### config.mk
export PLATFORM = sky130hd
export DESIGN_NAME = cdb_arbiter
export DESIGN_NICKNAME = d
export VERILOG_FILES = /design/src/rtl/cdb_arbiter.sv
export SDC_FILE = /design/constraint.sdc
export NUM_CORES = 1
export LEC_CHECK = 0
export ABC_AREA = 1
export BUFFER_PORTS_ARGS = -buffer_cell sky130_fd_sc_hd__buf_2
export CAP_MARGIN = 40
export CELL_PAD_IN_SITES_DETAIL_PLACEMENT = 0
export CELL_PAD_IN_SITES_GLOBAL_PLACEMENT = 1
export CORE_MARGIN = 1.5
export CORE_UTILIZATION = 40
export CTS_BUF_LIST = sky130_fd_sc_hd__clkbuf_4 sky130_fd_sc_hd__clkbuf_8
export CTS_CLUSTER_DIAMETER = 200
export DETAILED_ROUTE_END_ITERATION = 6
export GPL_TIMING_DRIVEN = 0
export PLACE_DENSITY = 0.65
export SYNTH_ARGS = -nofsm -noshare
export SYNTH_HDL_FRONTEND = slang
export SYNTH_SLANG_ARGS = --single-unit
### constraint.sdc
create_clock -name clk -period 6.6 [get_ports clk]
set_input_delay 0.66 -clock clk [delete_from_list [all_inputs] [get_ports clk]]
set_output_delay 0.66 -clock clk [all_outputs]
set_load 0.02 [all_outputs]
### src/rtl/cdb_arbiter.sv
// cdb_arbiter: merges add/mul/div results onto the common data bus.
// Each source has a FIFO; one head is granted per cycle, round-robin.
// Optional zero-latency bypass of empty FIFOs: define CDB_ARB_BYPASS_EN.
// Ports:
//   clk, rst               clock, synchronous active-high reset
//   cdb_add/mul/div_in     per-unit results, qualified by .valid
//   flush                  drops all buffered and same-cycle results
//   cdb_out                granted broadcast, all-zero when idle
//   stall_add/mul/div      issue must not start that unit this cycle
//   overflow               sticky: a result was dropped on a full FIFO
package cdb_pkg;
    typedef struct packed {
        logic [5:0]  rob_idx;
        logic [5:0]  pd_s;
        logic [4:0]  rd_s;
        logic [31:0] rd_v;
        logic        valid;
    } cdb_t;
endpackage

module cdb_arbiter
    import cdb_pkg::*;
#(
    parameter int FIFO_DEPTH    = 4,
    parameter int PHYS_REG_BITS = 6
) (
    input  logic clk,
    input  logic rst,
    input  cdb_t cdb_add_in,
    input  cdb_t cdb_mul_in,
    input  cdb_t cdb_div_in,
    input  logic flush,
    output cdb_t cdb_out,
    output logic stall_add,
    output logic stall_mul,
    output logic stall_div,
    output logic overflow
);
    localparam int PW = $clog2(FIFO_DEPTH);
    localparam int CW = PW + 1;
    localparam logic [CW-1:0] FULL     = CW'(FIFO_DEPTH);
    localparam logic [CW-1:0] STALL_AT = CW'(FIFO_DEPTH - 1);
    localparam logic [PW-1:0] P1       = PW'(1);
    localparam logic [CW-1:0] C1       = CW'(1);

    cdb_t          mem_q [3][FIFO_DEPTH];
    logic [PW-1:0] head_q [3];
    logic [PW-1:0] head_d [3];
    logic [PW-1:0] tail_q [3];
    logic [PW-1:0] tail_d [3];
    logic [CW-1:0] cnt_q [3];
    logic [CW-1:0] cnt_d [3];
    logic [1:0]    rr_q, rr_d;
    logic          ovf_q, ovf_d;
    cdb_t          in_w [3];
    cdb_t          sel;
    logic [2:0]    has, cand, pop, push, drop, taken;
    logic [1:0]    s1, s2, win;
    logic          gnt, kill;

    assign in_w      = '{cdb_add_in, cdb_mul_in, cdb_div_in};
    assign kill      = rst | flush;
    assign stall_add = cnt_q[0] >= STALL_AT;
    assign stall_mul = cnt_q[1] >= STALL_AT;
    assign stall_div = cnt_q[2] >= STALL_AT;
    assign overflow  = ovf_q;

    always_comb begin
        for (int i = 0; i < 3; i++) begin
            has[i] = cnt_q[i] != '0;
`ifdef CDB_ARB_BYPASS_EN
            cand[i] = has[i] | in_w[i].valid;
`else
            cand[i] = has[i];
`endif
        end
        s1  = rr_q == 2'd2 ? 2'd0 : rr_q + 2'd1;
        s2  = rr_q == 2'd0 ? 2'd2 : rr_q - 2'd1;
        win = cand[rr_q] ? rr_q : cand[s1] ? s1 : s2;
        gnt = |cand & ~kill;
`ifdef CDB_ARB_BYPASS_EN
        // an empty FIFO can only win through its same-cycle input
        sel = has[win] ? mem_q[win][head_q[win]] : in_w[win];
`else
        sel = mem_q[win][head_q[win]];
`endif
        cdb_out = '0;
        if (gnt) begin
            cdb_out       = sel;
            cdb_out.pd_s  = sel.pd_s[PHYS_REG_BITS-1:0];
            cdb_out.valid = 1'b1;
        end
        rr_d  = kill ? 2'd0 : gnt ? (win == 2'd2 ? 2'd0 : win + 2'd1) : rr_q;
        ovf_d = ovf_q;
        for (int i = 0; i < 3; i++) begin
            pop[i]   = gnt && win == 2'(i) && has[i];
            taken[i] = gnt && win == 2'(i) && !has[i];
            // a full FIFO still accepts when its head leaves this cycle
            push[i]  = in_w[i].valid && !kill && !taken[i] && (cnt_q[i] != FULL || pop[i]);
            drop[i]  = in_w[i].valid && !kill && !taken[i] && !push[i];
            ovf_d    = ovf_d | drop[i];
            head_d[i] = kill ? '0 : head_q[i] + (pop[i] ? P1 : '0);
            tail_d[i] = kill ? '0 : tail_q[i] + (push[i] ? P1 : '0);
            cnt_d[i]  = kill ? '0 : cnt_q[i] + (push[i] ? C1 : '0) - (pop[i] ? C1 : '0);
        end
    end

    always_ff @(posedge clk) begin
        if (rst) begin
            for (int i = 0; i < 3; i++) begin
                head_q[i] <= '0;
                tail_q[i] <= '0;
                cnt_q[i]  <= '0;
            end
            rr_q  <= 2'd0;
            ovf_q <= 1'b0;
        end else begin
            head_q <= head_d;
            tail_q <= tail_d;
            cnt_q  <= cnt_d;
            rr_q   <= rr_d;
            ovf_q  <= ovf_d;
        end
        for (int i = 0; i < 3; i++)
            if (push[i]) mem_q[i][tail_q[i]] <= in_w[i];
    end
endmodule

* Word-level counts from Yosys, hierarchy flattened
Memory sizes are Yosys's and may differ from the RTL's.
Cells that the tools add are included.
** Storage, ports and cells
- Output and inout bits :: 54
- Bits in registers :: 24
- Bits of input ports :: 153
- Memories :: 1
- Bits in writable memories :: 600
** Memory list
- mem_q :: depth 3, bits a word 200, read ports 1, clocked after memory_dff 0, write ports 3, RTL line 46 : cdb_t mem_q [3][FIFO_DEPTH];
** Cells by class
- Equality and inequality tests :: 6
- Muxes and demuxes :: 40
- Order comparisons :: 13
- Bitwise operators :: 11
- Add/subtract/negate cells :: 15
- Reductions and logical operators :: 44
** Operators with widths (number)
- two-way mux 200 bit :: 3
- demux 50 bit (select 2 bit) :: 3
- two-way mux 50 bit :: 6
- binary-select mux 50 bit (select 2 bit) :: 1
- logical AND 1 bit :: 24
- two-way mux 1 bit :: 17
- >= comparator 3 bit, second input constant :: 5
- NOT 2 -> 3 bit :: 5
- two-way mux 2 bit :: 7
- adder 2 x 1 -> 2 bit :: 6
- logical NOT 1 bit :: 10
- adder 3 x 1 -> 3 bit :: 3
- >= comparator 3 x 2 -> 1 bit, second input constant :: 3
- less-than comparator 3 x 1 -> 1 bit, second input constant :: 3
- inequality test 3 bit, second input constant :: 3
- nonzero test 3 bit :: 3
- subtractor 3 x 1 -> 3 bit :: 3
- less-than comparator 2 x 3 -> 1 bit, second input constant :: 2
- adder 2 x 1 -> 2 bit, second input constant :: 2
- binary-select mux 1 bit (select 2 bit) :: 2
- binary-select mux 2 bit (select 2 bit) :: 1
- == test 2 bit, second input constant :: 2
- logical NOT 2 bit :: 2
- bitwise OR 1 bit :: 4
- other kinds (7) :: 9

* Longest topological paths before layout
Gate-level depths: netlist of the first run.
- Depth in word-level cells :: 17
- Mapped depth :: 21
- Depth with buffers taken out :: 21

* Worst setup path before layout of the first run
No wires, ideal clock.
- Path type :: reg2reg
- From :: reg rr_q[0]
- To :: mem mem_q[1][151] (netlist name) (enable)
- Path slack :: 0.880 ns
- Buffers on the path :: 2
- Required time :: 6.084 ns
- Setup time :: 0.516 ns
- Period minus slack after synthesis :: 5.720 ns
- Arrival time :: 5.204 ns
- Cell stages (with the launch flop) :: 16
- Path through :: dfxtp_1 inv_2 ha_1 inv_1 nand3_2 nand2_1 nand2_1 nand3_1 nand3_1 nand2_4 buf_6 buf_4 nand2_1 nand3_1 nand3_1 nor3_1
** RTL lines
- start, declared :: RTL line 53 : logic [1:0] rr_q, rr_d;
- start signal, assigned :: RTL line 121 : rr_q <= rr_d;
- end, declared :: RTL line 46

==> metrics.md, run 1 <==
| Metric | Value |
|---|---|
| Outcome | finished clean |
| Pleak | 12.95 nW |
| R2R Path End | mem_q[1][26]$_DFFE_PP_ |
| Post-place setup slack | 2247 ps |
| RSZ-0062 raised after global routing | no |
| Worst R2R Path Depth | 20 |
| Largest stage delay on the critical path | 620 ps |
| Slew @ Worst Pin | 902.6 ps |
| Post-Synthesis Cell Area | 0.02702 mm2 |
| CP endpoint kind | output port |
| Pin count of the biggest net entering global routing | 23 |
| Sequential-to-total area share from yosys stat | 0.6714 |
| Clk_skew | 31.30 ps |
| CP startpoint | rr_q[1]$_SDFFE_PP0P_ |
| Main synth FF type | edfxtp_1 |
| Post-synthesis to final-layout area growth | 18.98% |
| Final Wtd Congestion | 0.8261 |
| Worst Path Arrival | 4050 ps |
| DR pass1 iterations | 5 |
| Number of synthesized flops with an enable pin | 588 |
| Reg2reg start | rr_q[0]$_SDFFE_PP0P_ |
| Crit Path Max Fanout | 10 |
| Startpoint Class | flop |
| Post-DP HPWL | between 60000 and 70000 um |
| Initial antenna violation count | 11 |
| Max VDD drop | ~0.15 mV |
| Fraction of layout cells with a size suffix above 1 | 0.2398 |
| Power per cell area | between 200 and 300 mW/mm2 |
| Max-slew violations | 0 |
| Count leader, synth | edfxtp_1 |
| Post-DR vias/cell | ~5 |
| Flops & latches, synth | 612 |
| Die area | slightly below 0.07 mm2 |
| Vias | 19190 |
| Core Area | about 0.067 mm2 |
| Vias in the first global route | approximately 19000 |
| Post-synth top cells | edfxtp_1, nand2_1, nor2_1 |
| Number of DRC markers in iteration 0 | 1552 |
| Top-area cell type share of the netlist area | 0.6536 |
| Psw | 0.002324 W |
| DR WL/cell | roughly 24 um |
| Syn_nets | 2598 |
| Placed cells | 3588 |
| CP endpoint | cdb_out[49] |
| Hold path start | rst |
| Clk pwr share | 0.387 |
| Synth async-reset ratio | 0 |
| Synth area leader | edfxtp_1 |
| Setup TNS Final | 0 ps |
| Area post-placement | between 0.03 and 0.04 mm2 |
| Slew Limit Headroom | 0.3983 |
| Fin cells | 3783 |
| Setup bufs post-CTS | 0 |
| GR Util All Layers | 0.2625 |
| Max clock buf depth | 3 |
| Final worst path period need | 4709 ps |
| Design area | 0.03214 mm2 |
| GRT Residual Overflow | 0 |
| Period utilisation layout | 0.7135 |
| Die Y-Extent | 262.9 um |
| WL final | 90500 um |
| CP Cell Sequence | inv_1 > ha_1 > inv_1 > nand3_2 > nand3_2 > nand3_2 > nand2_4 > inv_2 > buf_2 > clkbuf_1 > or2_2 > nand3_1 > nor2_1 > nor2_1 > nor2_1 > buf_2 |
| WP depth | 16 |
| WHS Path Cells | 2 |
| Worst skew pair latency | 730 ps |
| # hold bufs at CTS | 0 |
| Port bufs | 206 |
| WS Path Type | reg -> out |
| Slowest-stage cell, CP | clkbuf_1 |
| # setup viols final | 0 |
| Yosys warnings | 0 |
| Worst hold path class | in -> reg |
| Layout Utilization | 0.4795 |
| Clock sinks | between 600 and 700 |
| Max Clk Rate | ~210 MHz |
| Layout Nets | approximately 3000 |
| Crit-path leading delay family | buffers and inverters |
| Flop2flop setup slack | 2250 ps |
| Int Power | 0.006407 W |
| Critical Path RT | 5940 ps |
| # H-tree levels | 3 |
| Synthesized area per cell | 11.15 um2 |
| First-pass GRT wire length | roughly 130000 um |
| Ports | 207 |
| CTS Buf Count | between 100 and 150 |
| CP Buf/Inv Count | 6 |
| Largest cells by area after synthesis | edfxtp_1, nand2_1, nand3_1, nand3b_1, nor2_1 |
| Logic pwr share | 0.120 |
| Maxcap violations | 0 |
| Count of cell types in the netlist | 30 |
| Gate Count Post-Synth | 2423 |
| CTS tree | done |
| Initial Util | 0.4030 |
| DRC viols | 0 |
| PostCTS Resize Cnt | 0 |
| Die X | between 200 and 300 um |
| Endpoints failing hold | 0 |
| Sequential fraction of design power | 0.492 |
| Antenna Nets Post-Route | 0 |
| Switching Fraction | 0.2662 |
| Clock-pin slew on the worst setup and hold paths | 60 ps |
| Final setup margin | 1891 ps |
| Root Driver | clkbuf_8 |
| # rows | 95 |
==> cells by family (layout without fill, tap and decap cells) <==
family / count (synthesis) / count (layout) / synth area share
AO/OA/AOI/OAI: 11 / 11 / 0.002269
XOR/XNOR: 9 / 9 / 0.002918
buffers and inverters: 330 / 814 / 0.05243
other: 0 / 3 / 0
AND/OR/NAND/NOR: 1439 / 1439 / 0.2600
adder cells (fa/ha/maj): 22 / 22 / 0.01102
flip-flops: 612 / 612 / 0.6714
==> registers in the layout, indices dropped and copies added (netlist names) <==
register  flops
cnt_q         9
head_q        6
mem_q       588
rr_q          2
tail_q        6
overflow      1
==> stage by stage <==
| step | hold slack, ps | power, W |
|---|---|---|
| 2_1_floorplan | 472.9 | 0.004940 |
| 3_3_place_gp | 482.2 | 0.005408 |
| 3_5_place_dp | 508.1 | 0.005431 |
| 4_1_cts | 63.45 | 0.008789 |
| 5_1_grt | 108.0 | 0.009034 |
| 6_report | 117.2 | 0.008731 |
==> final cells by class <==
cell class,count,area [um2]
fill,6261,34890
sequential,612,18140
multi-input combinational,1481,7527
timing repair buffer,292,1918
clock buffer,156,1872
tap,873,1092
inverter,201,754.5
buffer,129,661.9
clock inverter,36,173.9
antenna,3,7.507
==> worst min path at each step <==
stage | endpoint | slack [ps]
2_1_floorplan | overflow$_SDFF_PP0_ | 470
3_3_place_gp | overflow$_SDFF_PP0_ | 480
3_5_place_dp | overflow$_SDFF_PP0_ | 510
4_1_cts | overflow$_SDFF_PP0_ | 60
5_1_grt | overflow$_SDFF_PP0_ | 110
6_report | overflow$_SDFF_PP0_ | 120
==> cell usage in the layout (no fill, tap or decap), types with 24 or more instances in the layout <==
cell type	instances
edfxtp_1	588
nand2_1	473
nor2_1	275
nand3_1	263
buf_2	261
inv_1	192
nand3b_1	147
or2_2	118
or2_1	117
clkbuf_8	112
buf_4	51
buf_6	47
clkbuf_1	47
clkbuf_4	44
dfxtp_1	24
==> metal layers <==
| metal | share of wire | wire length [um] | track usage | vias to the layer above |
|---|---|---|---|---|
| met3 | 0.076 | 6897 | 0.04873 | 147 |
| met1 | 0.43 | 38600 | 0.3519 | 9384 |
| li1 | - | - | - | 8925 |
| met5 | 0.00052 | 47 | 0 | - |
| met4 | 0.025 | 2221 | 0.08483 | 8 |
| met2 | 0.47 | 42730 | 0.4317 | 728 |
==> power groups by stage <==
stage	clock network (W)	logic (W)	registers [W]
after detailed placement	0	0.00105	0.00438
final	0.00338	0.00105	0.00430
after CTS	0.00343	0.00106	0.00430
after global routing	0.00360	0.00114	0.00430
after floorplan	0	0.000557	0.00438
after global placement	0	0.00102	0.00439
==> worst reg2reg max path: cells and delay by family (launching register included) <==
kind          cells  cell delay [ps]
simple gates     10             1730
fa+ha+maj         1              250
buf+inv           9             1670
flops             1              420
No activity file was read; power rests on OpenSTA's default activity.
==> run 2: changes to the inputs <==
--- a/config.mk
+++ b/config.mk
@@ -5,7 +5,7 @@
 export SDC_FILE = /design/constraint.sdc
 export NUM_CORES = 1
 export LEC_CHECK = 0
-export ABC_AREA = 1
+export ABC_AREA = 0
 export BUFFER_PORTS_ARGS = -buffer_cell sky130_fd_sc_hd__buf_2
 export CAP_MARGIN = 40
 export CELL_PAD_IN_SITES_DETAIL_PLACEMENT = 0
@@ -16,7 +16,7 @@
 export CTS_CLUSTER_DIAMETER = 200
 export DETAILED_ROUTE_END_ITERATION = 6
 export GPL_TIMING_DRIVEN = 0
-export PLACE_DENSITY = 0.65
+export PLACE_DENSITY = 0.66
 export SYNTH_ARGS = -nofsm -noshare
 export SYNTH_HDL_FRONTEND = slang
 export SYNTH_SLANG_ARGS = --single-unit
==> constraint.sdc (replaced) <==
create_clock -name clk -period 3.98 [get_ports clk]
set_input_delay 0.398 -clock clk [delete_from_list [all_inputs] [get_ports clk]]
set_output_delay 0.398 -clock clk [all_outputs]
set_load 0.02 [all_outputs]
==> metrics.md, run 2 <==
| Metric | Value |
|---|---|
| Fraction of layout cells with a size suffix above 1 | 0.3434 (+0.1036) |
| Max Clk Rate | 236.7 MHz |
| Initial Util | 0.4035 (+0.0005604) |
| Main synth FF type | edfxtp_1 |
| Final setup margin | -244.3 ps (-2135 ps) |
| Syn_nets | 1906 (-27%) |
| Count of cell types in the netlist | 57 (+90%) |
| Period utilisation layout | 1.061 |
| Main combinational cell family by area after synthesis | compound AO/OA/AOI/OAI gates |
| Crit Path Max Fanout | 10 (unchanged) |
| Worst Path Arrival | 3830 ps (-220 ps) |
| Endpoints failing hold | 0 (unchanged) |
| Root Driver | clkbuf_8 |
| # setup viols final | 49 (+49) |
| Core Area | 0.06160 mm2 (-8.1%) |
| Synth Area in XOR/XNOR | 0.004228 (+0.001310) |
| Pin count of the biggest net entering global routing | 24 (+4.3%) |
| Synth Area in Compound Gates | 0.1119 (+0.1096) |
| Worst hold path class | in -> reg |
| Post-place setup slack | -1098 ps (-3345 ps) |
| Top-area cell type share of the netlist area | 0.7103 (+0.05675) |
| Number of DRC markers in iteration 0 | 1324 (-15%) |
| CTS Buf Count | 101 (-5.6%) |
| Startpoint Class | flop |
| Commonest non-fill, non-tap cell in the layout | edfxtp_1 |
| WHS | 85.55 ps (-31.66 ps) |
| Gate Count Post-Synth | 1731 (-29%) |
| Port bufs | 206 (unchanged) |
| Vias | 17290 (-9.9%) |
| Vias in the first global route | 17180 (-10%) |
| Clock-pin slew on the worst setup and hold paths | 60 ps (about the same) |
| Maxcap violations | 0 (unchanged) |
| # H-tree levels | 3 (unchanged) |
| Max-slew violations | 0 (unchanged) |
| CTS tree | done |
| Clock sinks | 612 (unchanged) |
| Pleak | 12.16 nW (-6.1%) |
| Max clock buf depth | 3 (unchanged) |
| Post-DR vias/cell | 5.369 (+5.8%) |
| Flops & latches, synth | 612 (unchanged) |
| Count leader, synth | edfxtp_1 |
| Mux cell area share after synthesis | 0.04817 (+0.04817) |
| Post-Synthesis Cell Area | 0.02486 mm2 (-8.0%) |
| Ports | 207 (unchanged) |
| DR pass1 iterations | 7 (+2) |
| Final Wtd Congestion | 0.7975 (-3.5%) |
| GR Util All Layers | 0.2383 (-0.02412) |
| Layout Utilization | 0.5550 (+0.07551) |
| Number of synthesized flops with an enable pin | 588 (unchanged) |
| Yosys warnings | 0 (unchanged) |
| Max reg flops | 588 (unchanged) |
| Power per cell area | 392.2 mW/mm2 (+44%) |
| Die X | 252.3 um (-4.0%) |
| # rows | 91 (-4.2%) |
| Slew @ Worst Pin | 1035 ps (+132.1 ps) |
| Die area | 0.06365 mm2 (-7.9%) |
| Post-Synth Adder-Cell Area | 0.01198 (+0.0009571) |
| Worst skew pair latency | 720 ps (about the same) |
| Max VDD drop | 0.2386 mV (+59%) |
| Antenna Nets Post-Route | 0 (unchanged) |
| Clk_skew | 50.35 ps (+19.05 ps) |
| RSZ-0062 raised after global routing | yes |
| Critical Path RT | 3580 ps (-2360 ps) |
| Layout Nets | 2475 (-17%) |
| Synth area leader | edfxtp_1 |
| Largest cells by area after synthesis | edfxtp_1, a21oi_1, nand2_1, mux2i_1, mux2_2 |
| DRC viols | 0 (unchanged) |
| Final worst path period need | approximately 4200 ps |
| Outcome | complete, but fails checks |
| Post-DP HPWL | 52070 um (-17%) |
| WS Path Type | reg -> out |
| Synthesized area per cell | 14.36 um2 (+29%) |
| Synth async-reset ratio | 0 (unchanged) |
| Post-synthesis to final-layout area growth | 37.53% |
| Post-synth top cells | edfxtp_1, nand2_1, a21oi_1 |
| Post-Synth Simple-Gate Area | 0.06986 (-0.1901) |
| Sequential-to-total area share from yosys stat | 0.7297 (+0.05829) |
| CP endpoint kind | output port |
| GRT Residual Overflow | 0 (unchanged) |
| First-pass GRT wire length | 110800 um (-15%) |
| Die Y-Extent | 252.3 um (-4.0%) |
| Slew Limit Headroom | 0.3076 (-0.09064) |
| WL final | 78270 um (-14%) |
| Commonest cells after routing, fill and taps aside | edfxtp_1, nand2_1, a21oi_1 |
| DR WL/cell | 24.31 um (+1.6%) |
| Initial antenna violation count | 3 (-8) |
| Failing checks | setup timing |
run 2: cell type report:
cell class / count / area, um2
Fill cell: 5013 / 27410
Sequential cell: 612 / 18150
Multi-Input combinational cell: 987 / 7431
Timing Repair Buffer: 468 / 4348
Clock buffer: 131 / 1615
Buffer: 112 / 1116
Tap cell: 837 / 1047
Clock inverter: 54 / 397.9
Inverter: 18 / 77.57
Antenna cell: 1 / 2.502
run 2: critical path, cell delays in order (launching register included):
cell,delay (ps)
dfxtp_4,360
inv_6,70
ha_4,160
nor4_4,60
buf_4,140
a2111oi_2,400
a311oi_2,90
or2_4,270
mux2i_4,210
buf_12,140
a21oi_4,210
buf_6,180
clkbuf_8,190
a21oi_1,60
a211oi_2,400
buf_4,220
run 2: through the flow:
stage	total power, W	cell area, um2	setup TNS (ps)	instances
6_report	0.01341	34190	-5132	3220
5_1_grt	0.01381	34190	-11990	3220
4_1_cts	0.01345	32870	-3151	3187
3_5_place_dp	0.007778	27940	-109550	2826
3_3_place_gp	0.007742	27030	-1435000	2774
2_1_floorplan	0.007473	24950	-166230	1731
run 2: kinds of logic after synthesis:
kind of cell / after synthesis
buffers and inverters: 134
multiplexers: 110
adder cells (fa/ha/maj): 22
AND/OR/NAND/NOR: 411
AO/OA/AOI/OAI: 430
XOR/XNOR: 12
flip-flops: 612
run 2: path summary, 6_finish.rpt:
check                           slack (ps)                  from  depth (start not counted)                  end
worst max-delay path                  -240  rr_q[0]$_SDFFE_PP0P_                         15          cdb_out[29]
worst max register to register          90  rr_q[0]$_SDFFE_PP0P_                         16  cnt_q[8]$_SDFF_PP0_
worst min-delay path                    90         cdb_mul_in[0]                          3  overflow$_SDFF_PP0_
worst min register to register         520   overflow$_SDFF_PP0_                          2  overflow$_SDFF_PP0_
run 2: repair_timing:
| action | CTS | global route |
|---|---|---|
| hold buffers | 149 | 0 |
| buffers inserted | 24 | 26 |
| endpoints found under the hold margin | 591 | 0 |
| pin swaps | 57 | 74 |
| resized for setup | 299 | 230 |
| setup endpoints to repair | 399 | 86 |
| gates cloned | 5 | 9 |
run 2: per-layer routing:
| layer | global-route usage | wire length (um) |
|---|---|---|
| met1 | 0.3236 | 33230 |
| met2 | 0.3926 | 38530 |
| met3 | 0.04078 | 5074 |
| met4 | 0.07237 | 1416 |
| met5 | 0 | 22 |
run 2: power breakdown:
| part | leakage [nW] | total (W) | switching (W) | internal (W) |
|---|---|---|---|---|
| sequential | 5.51 | 0.00714 | 0.0000202 | 0.00711 |
| clock | 1.06 | 0.00554 | 0.00255 | 0.00299 |
| combinational | 5.59 | 0.000735 | 0.000424 | 0.000311 |
